--- config.mk ---
export PLATFORM = sky130hd
export DESIGN_NAME = eth_rx_fcs_monitor
export DESIGN_NICKNAME = d
export VERILOG_FILES = /design/src/rtl/eth_rx_fcs_monitor.sv
export SDC_FILE = /design/constraint.sdc
export NUM_CORES = 1
export LEC_CHECK = 0
export BUFFER_PORTS_ARGS = -buffer_cell sky130_fd_sc_hd__buf_2
export CAP_MARGIN = 20
export CORE_ASPECT_RATIO = 0.5
export CORE_UTILIZATION = 63
export CTS_CLUSTER_SIZE = 14
export DETAILED_ROUTE_END_ITERATION = 10
export GPL_TIMING_DRIVEN = 0
export PLACE_DENSITY = 0.9
export SLEW_MARGIN = 20
export SYNTH_ARGS = -nofsm -noshare
export SYNTH_HDL_FRONTEND = slang
export SYNTH_SLANG_ARGS = --single-unit
--- constraint.sdc ---
create_clock -name clk -period 12.13 [get_ports clk]
set_input_delay 1.8195 -clock clk [delete_from_list [all_inputs] [get_ports clk]]
set_output_delay 1.8195 -clock clk [all_outputs]
set_load 0.005 [all_outputs]
--- src/rtl/eth_rx_fcs_monitor.sv ---
// Passive MII/GMII frame checker: preamble/SFD hunt, CRC-32 residue check,
// length/alignment flags, captured FCS and saturating good/bad counters.
module eth_rx_fcs_monitor #(
  parameter int DATA_W    = 4,
  parameter int CNT_W     = 16,
  parameter int LEN_W     = 12,
  parameter int MIN_FRAME = 64,
  parameter int MAX_FRAME = 1518
) (
  input  logic              clk,
  input  logic              reset,
  input  logic              dv,
  input  logic [DATA_W-1:0] d,
  input  logic              cnt_clr,
  output logic              frame_done,
  output logic              frame_ok,
  output logic              err_crc,
  output logic              err_len,
  output logic              err_align,
  output logic [LEN_W-1:0]  frame_len,
  output logic [31:0]       fcs_value,
  output logic [CNT_W-1:0]  good_cnt,
  output logic [CNT_W-1:0]  bad_cnt
);

  localparam logic [31:0] POLY    = 32'hEDB88320;
  localparam logic [31:0] RESIDUE = 32'hDEBB20E3;
  localparam logic [LEN_W-1:0] MIN_L = LEN_W'(MIN_FRAME);
  localparam logic [LEN_W-1:0] MAX_L = LEN_W'(MAX_FRAME);

  typedef enum logic [2:0] {
    IDLE, PRE, DATA, CHK, DROP
  } state_t;

  state_t state;

  logic [31:0]      crc;
  logic [31:0]      fcs_sh;
  logic [LEN_W-1:0] len;
  logic [LEN_W-1:0] len_inc;
  logic [7:0]       lane_byte;
  logic             byte_vld;
  logic             odd_nib;
  logic             pre_hit;
  logic             sfd_hit;
  logic             in_data;
  logic             crc_bad;
  logic             len_bad;

  function automatic logic [31:0] crc_byte(
    input logic [31:0] c,
    input logic [7:0]  b
  );
    logic [31:0] r;
    r = c ^ {24'h0, b};
    for (int i = 0; i < 8; i++)
      r = r[0] ? ((r >> 1) ^ POLY) : (r >> 1);
    return r;
  endfunction

  assign in_data = (state == DATA) && dv;

  generate
    if (DATA_W == 8) begin : g_byte
      assign lane_byte = d;
      assign byte_vld  = in_data;
      assign odd_nib   = 1'b0;
      assign pre_hit   = (d == 8'h55);
      assign sfd_hit   = (d == 8'hD5);
    end else begin : g_nib
      logic       half;
      logic [3:0] lo_nib;

      // low nibble arrives first; a byte completes on every odd nibble
      always_ff @(posedge clk or posedge reset) begin
        if (reset) begin
          half   <= 1'b0;
          lo_nib <= 4'h0;
        end else if (in_data) begin
          half <= ~half;
          if (!half)
            lo_nib <= d;
        end else begin
          half <= 1'b0;
        end
      end

      assign lane_byte = {d, lo_nib};
      assign byte_vld  = in_data && half;
      assign odd_nib   = half;
      assign pre_hit   = (d == 4'h5);
      assign sfd_hit   = (d == 4'hD);
    end
  endgenerate

  assign len_inc = (&len) ? len : len + 1'b1;
  assign crc_bad = (crc != RESIDUE);
  assign len_bad = (len < MIN_L) || (len > MAX_L);

  always_ff @(posedge clk or posedge reset) begin
    if (reset) begin
      state      <= IDLE;
      crc        <= 32'hFFFFFFFF;
      fcs_sh     <= 32'h0;
      len        <= '0;
      frame_done <= 1'b0;
      frame_ok   <= 1'b0;
      err_crc    <= 1'b0;
      err_len    <= 1'b0;
      err_align  <= 1'b0;
      frame_len  <= '0;
      fcs_value  <= 32'h0;
      good_cnt   <= '0;
      bad_cnt    <= '0;
    end else begin
      frame_done <= 1'b0;

      // status is registered on entry to CHK, so count during CHK
      if (cnt_clr) begin
        good_cnt <= '0;
        bad_cnt  <= '0;
      end else if (state == CHK) begin
        if (frame_ok)
          good_cnt <= (&good_cnt) ? good_cnt : good_cnt + 1'b1;
        else
          bad_cnt  <= (&bad_cnt) ? bad_cnt : bad_cnt + 1'b1;
      end

      unique case (state)
        IDLE: begin
          if (dv)
            state <= pre_hit ? PRE : DROP;
        end
        PRE: begin
          if (!dv) begin
            state <= DROP;
          end else if (sfd_hit) begin
            state  <= DATA;
            crc    <= 32'hFFFFFFFF;
            len    <= '0;
            fcs_sh <= 32'h0;
          end else if (!pre_hit) begin
            state <= DROP;
          end
        end
        DATA: begin
          if (!dv) begin
            state      <= CHK;
            frame_done <= 1'b1;
            err_crc    <= crc_bad;
            err_len    <= len_bad;
            err_align  <= odd_nib;
            frame_ok   <= ~(crc_bad | len_bad | odd_nib);
            frame_len  <= len;
            fcs_value  <= fcs_sh;
          end else if (byte_vld) begin
            crc    <= crc_byte(crc, lane_byte);
            len    <= len_inc;
            fcs_sh <= {lane_byte, fcs_sh[31:8]};
          end
        end
        CHK: begin
          state <= IDLE;
        end
        DROP: begin
          if (!dv)
            state <= IDLE;
        end
        default: state <= IDLE;
      endcase
    end
  end

endmodule

# Yosys cells after proc, flatten, opt, wreduce, memory -nomap -nowiden
# Cells that the tools add are included.
# W data, S select, Z words.
# totals
input_bits,8
register_bits,165
word_cells,113
# op_classes
order_cmp,2
n_mux,43
bitwise,14
n_eq_ne,19
n_reduce_logical,17
addsub,3
# op_table
op,n
$mux W32,16
$mux W16,8
$pmux W32 S2,2
$not A13 Y14,8
$mux W12,5
$add A16 B1 Y16 const B,2
$ne A32 B32 Y1 const B,1
$reduce_and A16 Y1,2
$xor A32 B8 Y32,1
$pmux W12 S2,1
$ne A2 B2 Y1 const B,11
$mux W3,7
$add A12 B1 Y12 const B,1
$gt A12 B11 Y1 const B,1
$lt A12 B7 Y1 const B,1
$pmux W3 S4,1
$reduce_and A12 Y1,1
$eq A3 B2 Y1 const B,2
$reduce_and A3 Y1,2
$reduce_and A6 Y1,1
$reduce_bool A2 Y1,3
$reduce_and A5 Y1,1
$eq A4 B3 Y1 const B,1
$eq A4 B4 Y1 const B,1
other kinds (11),18

# Logic depth before layout (Yosys ltp)
# Gate-level depths: netlist of run 1.
# depth
ltp_word,20
mapped_depth,7
depth_no_buf,6

# Worst setup path after synthesis of run 1
# No wires, ideal clock.
# synth_path
path_type,input-to-reg
from,input d[1]
to,register len[3]
path_stages,7
setup_time_ns,0.143
slack_ns,8.931
t_arrival_ns,3.056
n_path_buf,2
required_ns,11.987
path_cell_list,and3b_1 nand4b_2 a21o_1 buf_6 clkbuf_1 o31ai_1 a21oi_1
# synth_between
elab_chain_cells,3
# synth_rtl
element,line,text
start: declaration,13,"input logic [DATA_W-1:0] d,"
$eq A4 B4 Y1,92,assign sfd_hit = (d == 4'hD);
$ne A2 B2 Y1 (no line),-,
$reduce_and A6 Y1 (no line),-,
end signal: assignment,158,len <= len_inc;
end: declaration,39,logic [LEN_W-1:0] len;
# No other way between the ends.
# A chain may end at the register's enable or synchronous reset.

# Worst setup path in the final report of run 1
# layout_path
from,input d[1]
to,register len[5]
# Same word-level chain as after synthesis.

==> results.json, run 1 <==
{
  "path_class": "primary input to flip-flop",
  "power_density_mw_per_mm2": 151,
  "r2r_cells": 7,
  "clock_latency_ns": 0.43,
  "layout-drive-gt1-share": 0.304,
  "r2r_setup_slack_ns": 9.77,
  "port_buffers": 87,
  "wl_per_cell_um": 19.3,
  "nets": 771,
  "grt_pass1_wl_um": 29100,
  "hold_viol_final": 0,
  "skew_ns": 0.0123,
  "clk_pin_slew_ns": 0.06,
  "antennaDiodeCount": 0,
  "dpl_cell_area_mm2": 0.00833,
  "dieHeight_um": 80.0,
  "syn2layout_area_growth_pct": 17.1,
  "postCtsHoldBufs": 0,
  "r2r-start": "state[0]",
  "grt_util_met1": 0.390,
  "synth.distinct_cells": 58,
  "synthFlopType": "dfrtp_1",
  "yosys_warnings": 0,
  "worstPathMaxFanout": 10,
  "tightest_slew_ns": 0.939,
  "io_pins": 89,
  "cp.arrival_ns": 3.68,
  "fmax_mhz": 293,
  "gr-usage-met3": 0.0706,
  "num_vias": 5746,
  "cp-end-kind": "flip-flop",
  "htree_levels": 4,
  "ys_seq_elements": 165,
  "async_reset_ff_frac": 1.00,
  "drcViolationCount": 0,
  "numClockSinks": 165,
  "syn-num-nets": 664,
  "hold_class": "flip-flop to flip-flop",
  "design_area_mm2": 0.00897,
  "hpwl_um": 11600,
  "maxSlewHeadroom": 0.368,
  "hold_depth": 1,
  "die_w_um": 158,
  "place_congestion": 0.934,
  "ant_nets": 0,
  "setup_tns_ns": 0,
  "cts_buffer_depth": 2,
  "routed_wl_um": 18100,
  "fin_crit_sh": 0.281,
  "dieArea_mm2": 0.0126,
  "vdd_drop_max_uv": 81.0,
  "start_util": 0.647,
  "setup.worst_path.start_class": "primary input",
  "synth_cells": 653,
  "root_buffer": "clkbuf_16",
  "placementRows": 28,
  "cts_tree": "yes",
  "period_needed_ns": 3.41,
  "grt_pass1_vias": 5722,
  "p_leak_nw": 4.19,
  "status": "complete, no violations",
  "setup_violations": 0,
  "required_ns": 12.40,
  "syn_avg_cell_area_um2": 11.7,
  "grt_util_met2": 0.513,
  "firstDrtPassIters": 5,
  "top_usage_layer": "met2",
  "cts_resized": 0,
  "numCtsBuffers": 17,
  "maxCapViolations": 0,
  "grt_max_degree": 103,
  "synth_edf_count": 0,
  "post_cts.repair.setup_buffers": 0,
  "coreArea_mm2": 0.0118,
  "finalPower_mw": 1.35,
  "hold_start": "fcs_value[29]",
  "yosysSeqAreaShare": 0.544,
  "min_to": "fcs_value[29]",
  "syn_area_mm2": 0.00766,
  "antenna_found_initial": 0,
  "grt_usage": 0.304,
  "grt-ovfl-total": 0,
  "initialDrtViolationCount": 574,
  "via_per_inst": 6.13,
  "rsz0062_at_grt": "false",
  "drv_slew": 0,
  "reg2reg_to": "len[5]"
}
-- layout by cell type (no fill, tap or decap), types with 7 or more instances in the layout --
cell	n
clkbuf_16	17
or4_1	10
a22o_1	32
nand3_1	16
nand2_1	22
a21oi_1	47
inv_1	7
dfrtp_1	133
buf_2	96
mux2_2	50
nor3_1	12
nand4_1	14
or3_1	8
and3_1	8
dfstp_2	32
clkbuf_1	16
xor2_1	27
o21ai_0	15
xnor2_1	45
nor2_1	65
o31ai_1	10
-- layout make-up --
cell class	instances	area [µm²]
timing repair buffer	88	463
fill	738	2880
tap	165	206
buffer	29	139
inverter	8	37.5
clock inverter	7	116
sequential	165	4170
multi-input combinational	451	3320
clock buffer	25	515
-- critical path, cell delays in order --
cell      delay, ns
buf_2          0.14
and3b_1        0.30
nand4b_2       0.18
a21o_1         0.30
buf_6          0.18
clkbuf_1       0.26
o31ai_1        0.38
a21oi_1        0.11
-- metrics by stage --
stage | std cells | hold WS [ns] | util | setup WS [ns]
finish | 938 | 0.498 | 0.757 | 8.72
global route | 938 | 0.515 | 0.757 | 8.56
CTS | 938 | 0.501 | 0.757 | 8.77
detailed placement | 906 | 0.487 | 0.704 | 8.42
global placement | 905 | 0.482 | 0.701 | 4.35
floorplan | 653 | 0.469 | - | 5.90
-- cell usage after synthesis, types with 2 or more instances --
cell,instances,area share
xnor2_2,6,0.013
and4_1,5,0.0057
a21oi_1,47,0.031
o211ai_1,2,0.0020
mux2_2,50,0.074
o22a_1,3,0.0034
o21bai_1,2,0.0020
buf_2,9,0.0059
nand3_1,16,0.010
or4_1,10,0.0098
nor3_1,12,0.0078
xor2_1,27,0.031
nand2b_1,3,0.0025
clkbuf_2,3,0.0020
xor2_4,2,0.0072
a22o_1,32,0.037
xnor2_1,45,0.051
buf_4,2,0.0020
and3_1,8,0.0065
dfrtp_1,133,0.43
clkbuf_1,14,0.0069
or2_2,3,0.0025
dfstp_2,32,0.11
or2_1,2,0.0016
mux2i_1,4,0.0052
ha_1,3,0.0049
inv_1,8,0.0039
o21ai_0,15,0.0098
or3_1,8,0.0065
nand4_1,14,0.011
nor2b_1,4,0.0033
nor2_1,65,0.032
a211oi_1,2,0.0020
nand4b_1,3,0.0034
nand2_1,22,0.011
o31ai_1,10,0.0098
nor4_1,6,0.0049
-- metal layers --
layer / vias to the layer above / share of wire
li1: 2560 / -
met1: 2900 / 0.41
met2: 250 / 0.50
met3: 36 / 0.069
met4: 0 / 0.016
met5: - / 0
-- cells by family after synthesis --
family	after synthesis	synth area share
buf+inv	37	0.0221
flops	165	0.544
fa+ha+maj	3	0.00490
mux	54	0.0788
xor+xnor	83	0.111
simple gates	189	0.131
compound gates	122	0.108
-- where the power goes --
group          total (mW)  leakage, nW  internal [mW]  switching [mW]
Combinational       0.181         1.73         0.0836          0.0978
Clock               0.570        0.309          0.357           0.213
Sequential          0.599         2.15          0.577          0.0219
-- how the worst max path moves through the flow --
| stage | startpoint | endpoint | slack [ns] | cells after the start |
|---|---|---|---|---|
| after floorplan | reset | bad_cnt[0] | 5.90 | 1 |
| after global placement | reset | fcs_value[30] | 4.35 | 2 |
| after detailed placement | d[1] | len[3] | 8.42 | 8 |
| after CTS | d[1] | len[5] | 8.77 | 8 |
| after global routing | d[1] | len[5] | 8.56 | 8 |
| final | d[1] | len[5] | 8.72 | 8 |
-- registers in the layout, summed over array words and instances (netlist names), 3 cells and up --
register / cells
fcs_sh: 32
g_nib.lo_nib: 4
good_cnt: 16
bad_cnt: 16
fcs_value: 32
crc: 32
frame_len: 12
state: 3
len: 12
(Power assumes the default switching activity.)
==> run 2, diff against run 1 <==
--- a/config.mk
+++ b/config.mk
@@ -5,14 +5,15 @@
 export SDC_FILE = /design/constraint.sdc
 export NUM_CORES = 1
 export LEC_CHECK = 0
+export ABC_AREA = 1
 export BUFFER_PORTS_ARGS = -buffer_cell sky130_fd_sc_hd__buf_2
 export CAP_MARGIN = 20
 export CORE_ASPECT_RATIO = 0.5
-export CORE_UTILIZATION = 63
+export CORE_UTILIZATION = 59
 export CTS_CLUSTER_SIZE = 14
 export DETAILED_ROUTE_END_ITERATION = 10
 export GPL_TIMING_DRIVEN = 0
-export PLACE_DENSITY = 0.9
+export PLACE_DENSITY = 0.85
 export SLEW_MARGIN = 20
 export SYNTH_ARGS = -nofsm -noshare
 export SYNTH_HDL_FRONTEND = slang
==> constraint.sdc (replaced) <==
create_clock -name clk -period 3.5 [get_ports clk]
set_input_delay 0.525 -clock clk [delete_from_list [all_inputs] [get_ports clk]]
set_output_delay 0.525 -clock clk [all_outputs]
set_load 0.005 [all_outputs]
==> run 2 against run 1 <==
Net effect:
- synthesized cell count rose by 74%
- routed wire length rose by 35%
- register-to-register slack got worse by 8.4 ns
- power rose to 6.4 times the previous value
- synthesized area rose by 13%
- sequential power rose to 5.2 times the previous value
- non-clock buffer count rose by 9
- via count rose by 46%
- highest routed layer unchanged
==> results.json, run 2 <==
{
  "io_pins": 89,
  "final_common_cell": "nand2_1",
  "yosysTopAreaCellShare": 0.385,
  "syn2layout_area_growth_pct": 16.8,
  "root_buffer": "clkbuf_16",
  "required_ns": 3.84,
  "maxSlewHeadroom": 0.587,
  "final_cells": 1457,
  "yosysSeqAreaShare": 0.482,
  "yosys_warnings": 0,
  "setup_tns_ns": 0,
  "firstDrtPassIters": 6,
  "layout_common_cells": "nand2_1 (399), inv_1 (133), dfrtp_1 (133)",
  "top_regs": "crc: 32 flops, fcs_sh: 32 flops, fcs_value: 32 flops",
  "via_per_inst": 5.76,
  "cp.arrival_ns": 2.47,
  "yosysMostFrequentCell": "nand2_1",
  "setup.worst_path.start_class": "flip-flop",
  "cp_num_buf_inv": 3,
  "post_cts.repair.setup_buffers": 0,
  "cts_resized": 0,
  "r2r-start": "state[2]",
  "synthFlopType": "dfrtp_1",
  "skew_ns": 0.0154,
  "syn-num-nets": 1149,
  "clk_pin_slew_ns": 0.07,
  "r2r_cells": 6,
  "grt_usage": 0.339,
  "p_leak_nw": 5.09,
  "reg2reg_to": "fcs_sh[5]",
  "dp_cells": 1424,
  "ant_nets": 0,
  "startpoint": "state[2]",
  "synth_cells": 1138,
  "path_class": "flip-flop to flip-flop",
  "numClockSinks": 165,
  "power_density_mw_per_mm2": 858,
  "port_buffers": 88,
  "num_vias": 8395,
  "setup_violations": 0,
  "dieHeight_um": 87.6,
  "layout-drive-gt1-share": 0.159,
  "drcViolationCount": 0,
  "clock_latency_ns": 0.44,
  "synth.distinct_cells": 37,
  "hold_viol_final": 0,
  "hold_class": "primary input to async pin",
  "async_reset_ff_frac": 1.00,
  "die_w_um": 173,
  "vdd_drop_max_uv": 457,
  "synth_commonest_cells": "nand2_1 (399), inv_1 (134), dfrtp_1 (133)",
  "ys_seq_elements": 165,
  "start_util": 0.621,
  "routed_wl_um": 24500,
  "fin_crit_sh": 0.609,
  "path_cells": "inv_2, nand3_4, nor3_4, inv_2, clkbuf_1, o22ai_1",
  "coreArea_mm2": 0.0139,
  "syn_area_mm2": 0.00864,
  "crit_top_cell": "inv_2",
  "cts_buffer_depth": 2,
  "grt_pass1_wl_um": 39800,
  "dieArea_mm2": 0.0152,
  "synth_edf_count": 0,
  "grt_max_degree": 32,
  "nets": 1262,
  "fmax_mhz": 469,
  "postCtsHoldBufs": 0,
  "dpl_cell_area_mm2": 0.00946,
  "period_needed_ns": 2.13,
  "cp-end-kind": "flip-flop",
  "critPathTopFamily": "simple AND/OR/NAND/NOR gates",
  "critPathSlowestCell": "nor3_4",
  "finalPower_mw": 8.66,
  "drv_slew": 0,
  "pre_cts_slack_ns": 1.37,
  "slowest_delay_ns": 0.50,
  "hpwl_um": 17200,
  "place_congestion": 0.951,
  "htree_levels": 4,
  "syn_avg_cell_area_um2": 7.59,
  "cp-endpoint": "fcs_sh[5]",
  "grt_pass1_vias": 7860,
  "worstPathMaxFanout": 10,
  "maxCapViolations": 0,
  "tightest_slew_ns": 0.617,
  "yosysTopAreaCell": "dfrtp_1",
  "rsz0062_at_grt": "false",
  "numCtsBuffers": 17,
  "wl_per_cell_um": 16.8,
  "antenna_found_initial": 0,
  "design_area_mm2": 0.0101,
  "hold_ws_ns": 0.0993,
  "initialDrtViolationCount": 1034,
  "placementRows": 30,
  "path_depth": 6,
  "r2r_setup_slack_ns": 1.37,
  "final_core_util": 0.725,
  "cts_tree": "yes",
  "setup_slack_ns": 1.37,
  "grt-ovfl-total": 0,
  "status": "complete, no violations",
  "synthTopCellsByArea": "dfrtp_1 (39%), nand2_1 (17%), dfstp_2 (9.7%)"
}
-- run 2: cell count changes after synthesis, moves of 32 or more --
cell and delta:
a21oi_1 -37, a22o_1 -32, nand3_1 +64, inv_1 +126, o22ai_1 +35, o21ai_0 +67
nand2_1 +377, mux2_2 -50, xnor2_1 -41
-- run 2: layer usage --
layer	track usage	up-vias	wire, µm
li1	-	3889	-
met1	0.441	3991	10200
met2	0.568	439	11600
met3	0.0707	76	1990
met4	0.136	0	675
met5	0	-	0
-- run 2: cell type report --
cell class | instances | area [µm²]
Antenna cell | 1 | 2.50
Timing Repair Buffer | 94 | 576
Inverter | 143 | 543
Tap cell | 192 | 240
Fill cell | 1022 | 3830
Clock inverter | 14 | 189
Clock buffer | 18 | 439
Multi-Input combinational cell | 798 | 3780
Sequential cell | 165 | 4170
Buffer | 32 | 156
-- run 2: power breakdown --
group | switching [mW] | internal (mW) | leakage (nW)
Sequential | 0.431 | 2.68 | 2.07
Clock | 0.868 | 1.17 | 0.307
Combinational | 2.34 | 1.17 | 2.72
Total | 3.64 | 5.02 | 5.09
-- run 2: worst min-delay path by stage --
| stage | start | end | cells past startpoint |
|---|---|---|---|
| final | reset | good_cnt[8] | 2 |
| after global routing | reset | bad_cnt[2] | 2 |
| after CTS | reset | good_cnt[8] | 2 |
| after detailed placement | frame_len[8] | frame_len[8] | 2 |
| after global placement | frame_len[8] | frame_len[8] | 2 |
| after floorplan | crc[5] | crc[5] | 2 |
-- run 2: worst reg2reg max path, cell delays in order (launching register included) --
cell      delay [ns]
dfrtp_1         0.44
inv_2           0.12
nand3_4         0.17
nor3_4          0.50
inv_2           0.25
clkbuf_1        0.29
o22ai_1         0.27
-- run 2: cell families (layout without fill, tap and decap cells) --
kind of cell / count (synthesis) / after routing / synth area share
AO/OA/AOI/OAI: 143 / 143 / 0.0938
flip-flops: 165 / 165 / 0.482
XOR/XNOR: 41 / 41 / 0.0416
AND/OR/NAND/NOR: 611 / 611 / 0.297
buffers and inverters: 175 / 301 / 0.0805
other: 0 / 1 / 0
adder cells (fa/ha/maj): 3 / 3 / 0.00434
